File: src/rtl/ow_pkg.sv
// Shared encodings and default slot timing for the 1-Wire master bit engine.
package ow_pkg;

  typedef enum logic [1:0] {
    OW_CMD_RST = 2'b00,
    OW_CMD_WR  = 2'b01,
    OW_CMD_RD  = 2'b10,
    OW_CMD_RSV = 2'b11
  } ow_cmd_e;

  typedef enum logic [2:0] {
    StIdle     = 3'd0,
    StRstLow   = 3'd1,
    StRstHigh  = 3'd2,
    StSlotLow  = 3'd3,
    StSlotHigh = 3'd4,
    StFin      = 3'd5
  } ow_state_e;

  localparam int unsigned US_CNT_W       = 10;
  localparam int unsigned DEF_CLK_PER_US = 4;
  localparam int unsigned DEF_T_RSTL     = 480;
  localparam int unsigned DEF_T_PDS      = 70;
  localparam int unsigned DEF_T_RSTH     = 480;
  localparam int unsigned DEF_T_W1L      = 6;
  localparam int unsigned DEF_T_W0L      = 60;
  localparam int unsigned DEF_T_RDS      = 15;
  localparam int unsigned DEF_T_SLOT     = 70;

endpackage

File: src/rtl/ow_us_tick.sv
// Microsecond prescaler and elapsed-microsecond counter, both cleared at phase start.
module ow_us_tick
  import ow_pkg::*;
#(
  parameter int unsigned CLK_PER_US = DEF_CLK_PER_US
) (
  input  logic                clk,
  input  logic                rstz,
  input  logic                clr,
  output logic                tick,
  output logic [US_CNT_W-1:0] us_cnt
);

  localparam int unsigned PW = $clog2(CLK_PER_US);
  localparam logic [PW-1:0] PrescMax = PW'(CLK_PER_US - 1);

  logic [PW-1:0]       presc_q;
  logic [US_CNT_W-1:0] us_cnt_q;

  assign tick   = (presc_q == PrescMax);
  assign us_cnt = us_cnt_q;

  always_ff @(posedge clk or negedge rstz) begin
    if (!rstz) begin
      presc_q  <= '0;
      us_cnt_q <= '0;
    end else if (clr) begin
      presc_q  <= '0;
      us_cnt_q <= '0;
    end else begin
      presc_q <= tick ? '0 : presc_q + 1'b1;
      if (tick) begin
        us_cnt_q <= us_cnt_q + 1'b1;
      end
    end
  end

endmodule

File: src/rtl/ow_bit_engine.sv
// 1-Wire master bit engine: reset/presence, write-bit and read-bit slots with
// microsecond timing, one command at a time over a valid/ready handshake.
module ow_bit_engine
  import ow_pkg::*;
#(
  parameter int unsigned CLK_PER_US = DEF_CLK_PER_US,
  parameter int unsigned T_RSTL     = DEF_T_RSTL,
  parameter int unsigned T_PDS      = DEF_T_PDS,
  parameter int unsigned T_RSTH     = DEF_T_RSTH,
  parameter int unsigned T_W1L      = DEF_T_W1L,
  parameter int unsigned T_W0L      = DEF_T_W0L,
  parameter int unsigned T_RDS      = DEF_T_RDS,
  parameter int unsigned T_SLOT     = DEF_T_SLOT
) (
  input  logic       clk,
  input  logic       rstz,
  input  logic       cmd_valid,
  output logic       cmd_ready,
  input  logic [1:0] cmd_type,
  input  logic       cmd_wbit,
  output logic       done,
  output logic       rdata,
  output logic       presence,
  output logic       short,
  output logic       io_pd,
  input  logic       io_in
);

  // A phase of N us ends on the tick that moves us_cnt from N-1 to N.
  localparam logic [US_CNT_W-1:0] RstlEnd = US_CNT_W'(T_RSTL - 1);
  localparam logic [US_CNT_W-1:0] PdsEnd  = US_CNT_W'(T_PDS - 1);
  localparam logic [US_CNT_W-1:0] RsthEnd = US_CNT_W'(T_RSTH - 1);
  localparam logic [US_CNT_W-1:0] W1lEnd  = US_CNT_W'(T_W1L - 1);
  localparam logic [US_CNT_W-1:0] W0lEnd  = US_CNT_W'(T_W0L - 1);
  localparam logic [US_CNT_W-1:0] RdsEnd  = US_CNT_W'(T_RDS - 1);
  localparam logic [US_CNT_W-1:0] SlotEnd = US_CNT_W'(T_SLOT - 1);
  localparam bit W1lGeSlot = (T_W1L >= T_SLOT);
  localparam bit W0lGeSlot = (T_W0L >= T_SLOT);

  ow_state_e state_q, state_d;
  ow_cmd_e   cmd_q, cmd_d, cmd_in;
  logic      wbit_q, wbit_d;
  logic      io_pd_q, io_pd_d;
  logic      rdata_q, rdata_d;
  logic      presence_q, presence_d;
  logic      short_q, short_d;
  logic      tick_clr, tick;
  logic [US_CNT_W-1:0] us_cnt;
  logic [1:0] sync_q;
  logic       sync_io;
  logic       accept, is_rd, long_low;
  logic       hit_rstl, hit_pds, hit_rsth, hit_low, hit_rds, hit_slot;
  logic [US_CNT_W-1:0] low_end;

  always_ff @(posedge clk or negedge rstz) begin
    if (!rstz) begin
      sync_q <= 2'b11;
    end else begin
      sync_q <= {sync_q[0], io_in};
    end
  end
  assign sync_io = sync_q[1];

  ow_us_tick #(
    .CLK_PER_US(CLK_PER_US)
  ) u_us_tick (
    .clk   (clk),
    .rstz  (rstz),
    .clr   (tick_clr),
    .tick  (tick),
    .us_cnt(us_cnt)
  );

  assign cmd_ready = (state_q == StIdle) || (state_q == StFin);
  assign accept    = cmd_valid && cmd_ready;
  assign cmd_in    = ow_cmd_e'(cmd_type);
  assign is_rd     = (cmd_q == OW_CMD_RD);
  // Only a write-0 uses the long low time; write-1 and read share T_W1L.
  assign low_end   = (cmd_q == OW_CMD_WR && !wbit_q) ? W0lEnd : W1lEnd;
  assign long_low  = (cmd_q == OW_CMD_WR && !wbit_q) ? W0lGeSlot : W1lGeSlot;

  assign hit_rstl = tick && (us_cnt == RstlEnd);
  assign hit_pds  = tick && (us_cnt == PdsEnd);
  assign hit_rsth = tick && (us_cnt == RsthEnd);
  assign hit_low  = tick && (us_cnt == low_end);
  assign hit_rds  = tick && (us_cnt == RdsEnd);
  assign hit_slot = tick && (us_cnt == SlotEnd);

  always_comb begin
    state_d    = state_q;
    cmd_d      = cmd_q;
    wbit_d     = wbit_q;
    io_pd_d    = io_pd_q;
    rdata_d    = rdata_q;
    presence_d = presence_q;
    short_d    = short_q;
    tick_clr   = 1'b0;
    unique case (state_q)
      StIdle, StFin: begin
        io_pd_d = 1'b0;
        state_d = StIdle;
        if (accept) begin
          cmd_d    = cmd_in;
          wbit_d   = cmd_wbit;
          tick_clr = 1'b1;
          unique case (cmd_in)
            OW_CMD_RST: begin
              io_pd_d = 1'b1;
              state_d = StRstLow;
            end
            OW_CMD_WR, OW_CMD_RD: begin
              io_pd_d = 1'b1;
              state_d = StSlotLow;
            end
            default: state_d = StFin;
          endcase
        end
      end
      StRstLow: begin
        if (hit_rstl) begin
          io_pd_d  = 1'b0;
          tick_clr = 1'b1;
          state_d  = StRstHigh;
        end
      end
      StRstHigh: begin
        if (hit_pds) begin
          presence_d = ~sync_io;
        end
        if (hit_rsth) begin
          short_d = ~sync_io;
          state_d = StFin;
        end
      end
      StSlotLow: begin
        if (is_rd && hit_rds) begin
          rdata_d = sync_io;
        end
        if (hit_low) begin
          io_pd_d = 1'b0;
          state_d = long_low ? StFin : StSlotHigh;
        end
      end
      StSlotHigh: begin
        if (is_rd && hit_rds) begin
          rdata_d = sync_io;
        end
        if (hit_slot) begin
          state_d = StFin;
        end
      end
      default: begin
        io_pd_d = 1'b0;
        state_d = StIdle;
      end
    endcase
  end

  always_ff @(posedge clk or negedge rstz) begin
    if (!rstz) begin
      state_q    <= StIdle;
      cmd_q      <= OW_CMD_RST;
      wbit_q     <= 1'b0;
      io_pd_q    <= 1'b0;
      rdata_q    <= 1'b0;
      presence_q <= 1'b0;
      short_q    <= 1'b0;
    end else begin
      state_q    <= state_d;
      cmd_q      <= cmd_d;
      wbit_q     <= wbit_d;
      io_pd_q    <= io_pd_d;
      rdata_q    <= rdata_d;
      presence_q <= presence_d;
      short_q    <= short_d;
    end
  end

  assign done     = (state_q == StFin);
  assign io_pd    = io_pd_q;
  assign rdata    = rdata_q;
  assign presence = presence_q;
  assign short    = short_q;

endmodule
File: config.mk
export PLATFORM = sky130hd
export DESIGN_NAME = ow_bit_engine
export DESIGN_NICKNAME = d
export VERILOG_FILES = /design/src/rtl/ow_pkg.sv /design/src/rtl/ow_us_tick.sv /design/src/rtl/ow_bit_engine.sv
export SDC_FILE = /design/constraint.sdc
export NUM_CORES = 1
export LEC_CHECK = 0
export BUFFER_PORTS_ARGS = -buffer_cell sky130_fd_sc_hd__buf_2
export CORE_MARGIN = 2
export CORE_UTILIZATION = 57
export DETAILED_ROUTE_END_ITERATION = 10
export PLACE_DENSITY = 0.77
export SLEW_MARGIN = 20
export SYNTH_ARGS = -nofsm -noshare
export SYNTH_HDL_FRONTEND = slang
export SYNTH_SLANG_ARGS = --single-unit
File: constraint.sdc
create_clock -name clk -period 2.1 [get_ports clk]
set_input_delay 0.21 -clock clk [delete_from_list [all_inputs] [get_ports clk]]
set_output_delay 0.21 -clock clk [all_outputs]
set_load 0.005 [all_outputs]
==> impl_metrics.ini <==
[critical_path]
critPathTopFamily = simple AND/OR/NAND/NOR gates
cp_slowest_cell = or4b_4
required_ns = 2.31
crit_buf_inv = 0
slowest_delay_ns = 0.58
critPathMaxFanout = 6
worstPathArrival_ns = 2.17
startpoint_type = flop
end_kind = flop
path_cells = or4b_4, a211o_1, nand4_2, nand3_2, mux2_4
crit_type = reg2reg

[sta]
fin_crit_ns = 1.96
layout_setup_ws_ns = 0.141
slew_violations = 0
period_share = 0.933
fmax_mhz = 510
tightestPinTransition_ns = 0.549
finClkSkew_ns = 0.00651
setup-violations-final = 0
finalHoldViolCount = 0
finalSetupTns_ns = 0
timing.slew.headroom = 0.634
rsz0062_at_grt = no

[synthesis]
netlist_area_sq_mm = 0.00135
yosysTopAreaCell = dfrtp_1
syn_inst = 133
ys_seq_elements = 24
ys_async_sr_fraction = 1.00
synth_top_area_frac = 0.407
synth_commonest_cells = 22 x dfrtp_1, 17 x nor2_1, 14 x nand2_1, 6 x xnor2_1
synth.most_common_cell = dfrtp_1
yosys-top-cells-area = dfrtp_1 41%, nor2_1 4.7%, ha_1 4.6%
avgSynthCellArea_sq_um = 10.2
synth_ff_type = dfrtp_1
yosys_warnings = 0
syn-num-nets = 145
synth_edf_count = 0
yosys.cell_types.count = 43
yosysSeqAreaShare = 0.446

[layout]
nets = 163
instances_no_fill = 178
antenna_cells = 0
num-fill-cells = 177
area_growth_pct = 11.6
multi_input_area_sq_um = 706
register_area_sq_um = 603
layout-drive-gt1-share = 0.260

[clock_network]
clock_latency_ns = 0.32
clk_pin_slew_ns = 0.13
cts-root-buf = clkbuf_4
cts_resized = 0
post_cts_buffers = 0
tritoncts = done
clockBufferDepth = 2
cts_max_level = 1
cts_buffers = 3
cts.sinks = 24

[place]
pre_cts_slack_ns = 0.158
dpl.hpwl_um = 1770
gp_congestion = 0.845
dpl.cell_count = 172
port_buffers = 12

[global_routing]
antenna_found_initial = 0
grt_pass1_wl_um = 4020
grt_use_met1 = 0.272
track_usage = 0.201
busiest_layer = met2
grt_start_max_net_pins = 25
grt_pass1_vias = 883
gr-total-overflow = 0
use_met3 = 0.0257
use_met2 = 0.319

[route]
drtIter0Drc = 22
drtPass1Iterations = 4
viasPerCell = 5.57
drc = 0
drt_wl_total_um = 2430
dr_total_vias = 991
wl_per_cell_um = 13.6
antenna_left = 0

[die]
fp.dieArea_sq_mm = 0.00278
rows = 17
start_util = 0.606
die_x_um = 52.7
core_region_area_sq_mm = 0.00223
pin_count = 13
die_height_um = 52.7

[worst_hold_path]
hold_path.class = in2reg

[flow_run]
cap_violations = 0

[outcome]
outcome = finished, final reports clean

[pwr]
power_mw = 1.62
powerDensity_mw_per_mm2 = 1070
peakVddDrop_uv = 828
leakagePower_nw = 0.681
==> cell families after synthesis <==
family	synth area share
muxes	0.0601
xor gates and xnor gates	0.0583
adders and majority gates	0.0463
AOI/OAI and AO/OA	0.0971
DFF	0.446
buffers and inverters	0.0324
and+or+nand+nor	0.260
==> final timing paths <==
kind,startpoint,end,slack (ns),cells past startpoint
hold / removal,cmd_wbit,wbit_q,0.12,2
max in group asynchronous,rstz,sync_q[1],1.34,2
min in group asynchronous,rstz,u_us_tick.presc_q[0],0.39,2
hold reg to reg,sync_q[0],sync_q[1],0.37,0
setup reg to reg,u_us_tick.us_cnt[3],state_q[1],0.14,5
setup / recovery,u_us_tick.us_cnt[3],state_q[1],0.14,5
==> power breakdown <==
group          total, mW  switching (mW)  internal, mW
Combinational      0.665           0.328         0.338
Sequential         0.705           0.124         0.581
Clock              0.245           0.139         0.106
==> area by class of cell <==
cell class | instances | area share
multi-input cells | 99 | 0.468
flip-flops and latches | 24 | 0.400
repair buffers | 18 | 0.0730
clock buffers | 4 | 0.0240
well taps | 28 | 0.0232
inverters | 5 | 0.0124
==> placed cells by master (no fill, tap or decap), types with 4 or more instances in the layout <==
cell type	n
inv_1	5
xnor2_1	6
nand4_1	4
ha_1	5
buf_2	12
buf_4	4
nand2_1	14
dfrtp_1	22
mux2_2	5
nor2_1	17
==> metal layers <==
metal	up-vias	part of all wire
li1	503	-
met3	4	0.027
met4	0	0.017
met5	-	0
met1	468	0.48
met2	16	0.48
==> registers in the layout, summed over array words and instances (netlist names) <==
name,cells
state_q,3
short,1
rdata,1
presence,1
cmd_q,2
u_us_tick.us_cnt,10
io_pd,1
u_us_tick.presc_q,2
wbit_q,1
sync_q,2
==> metrics by stage <==
step / util / cell area (sq um) / hold WS (ns)
finish: 0.676 / 1510 / 0.115
global placement: 0.650 / 1450 / 0.214
detailed placement: 0.650 / 1450 / 0.216
floorplan: - / 1350 / -0.0856
CTS: 0.676 / 1510 / 0.106
global route: 0.676 / 1510 / 0.106
==> repair_timing <==
item	4_1_cts	5_1_grt
endpoints found under the setup margin	0	0
hold buffers	2	0
hold endpoints to repair	23	0
No activity file was read; power rests on OpenSTA's default activity.
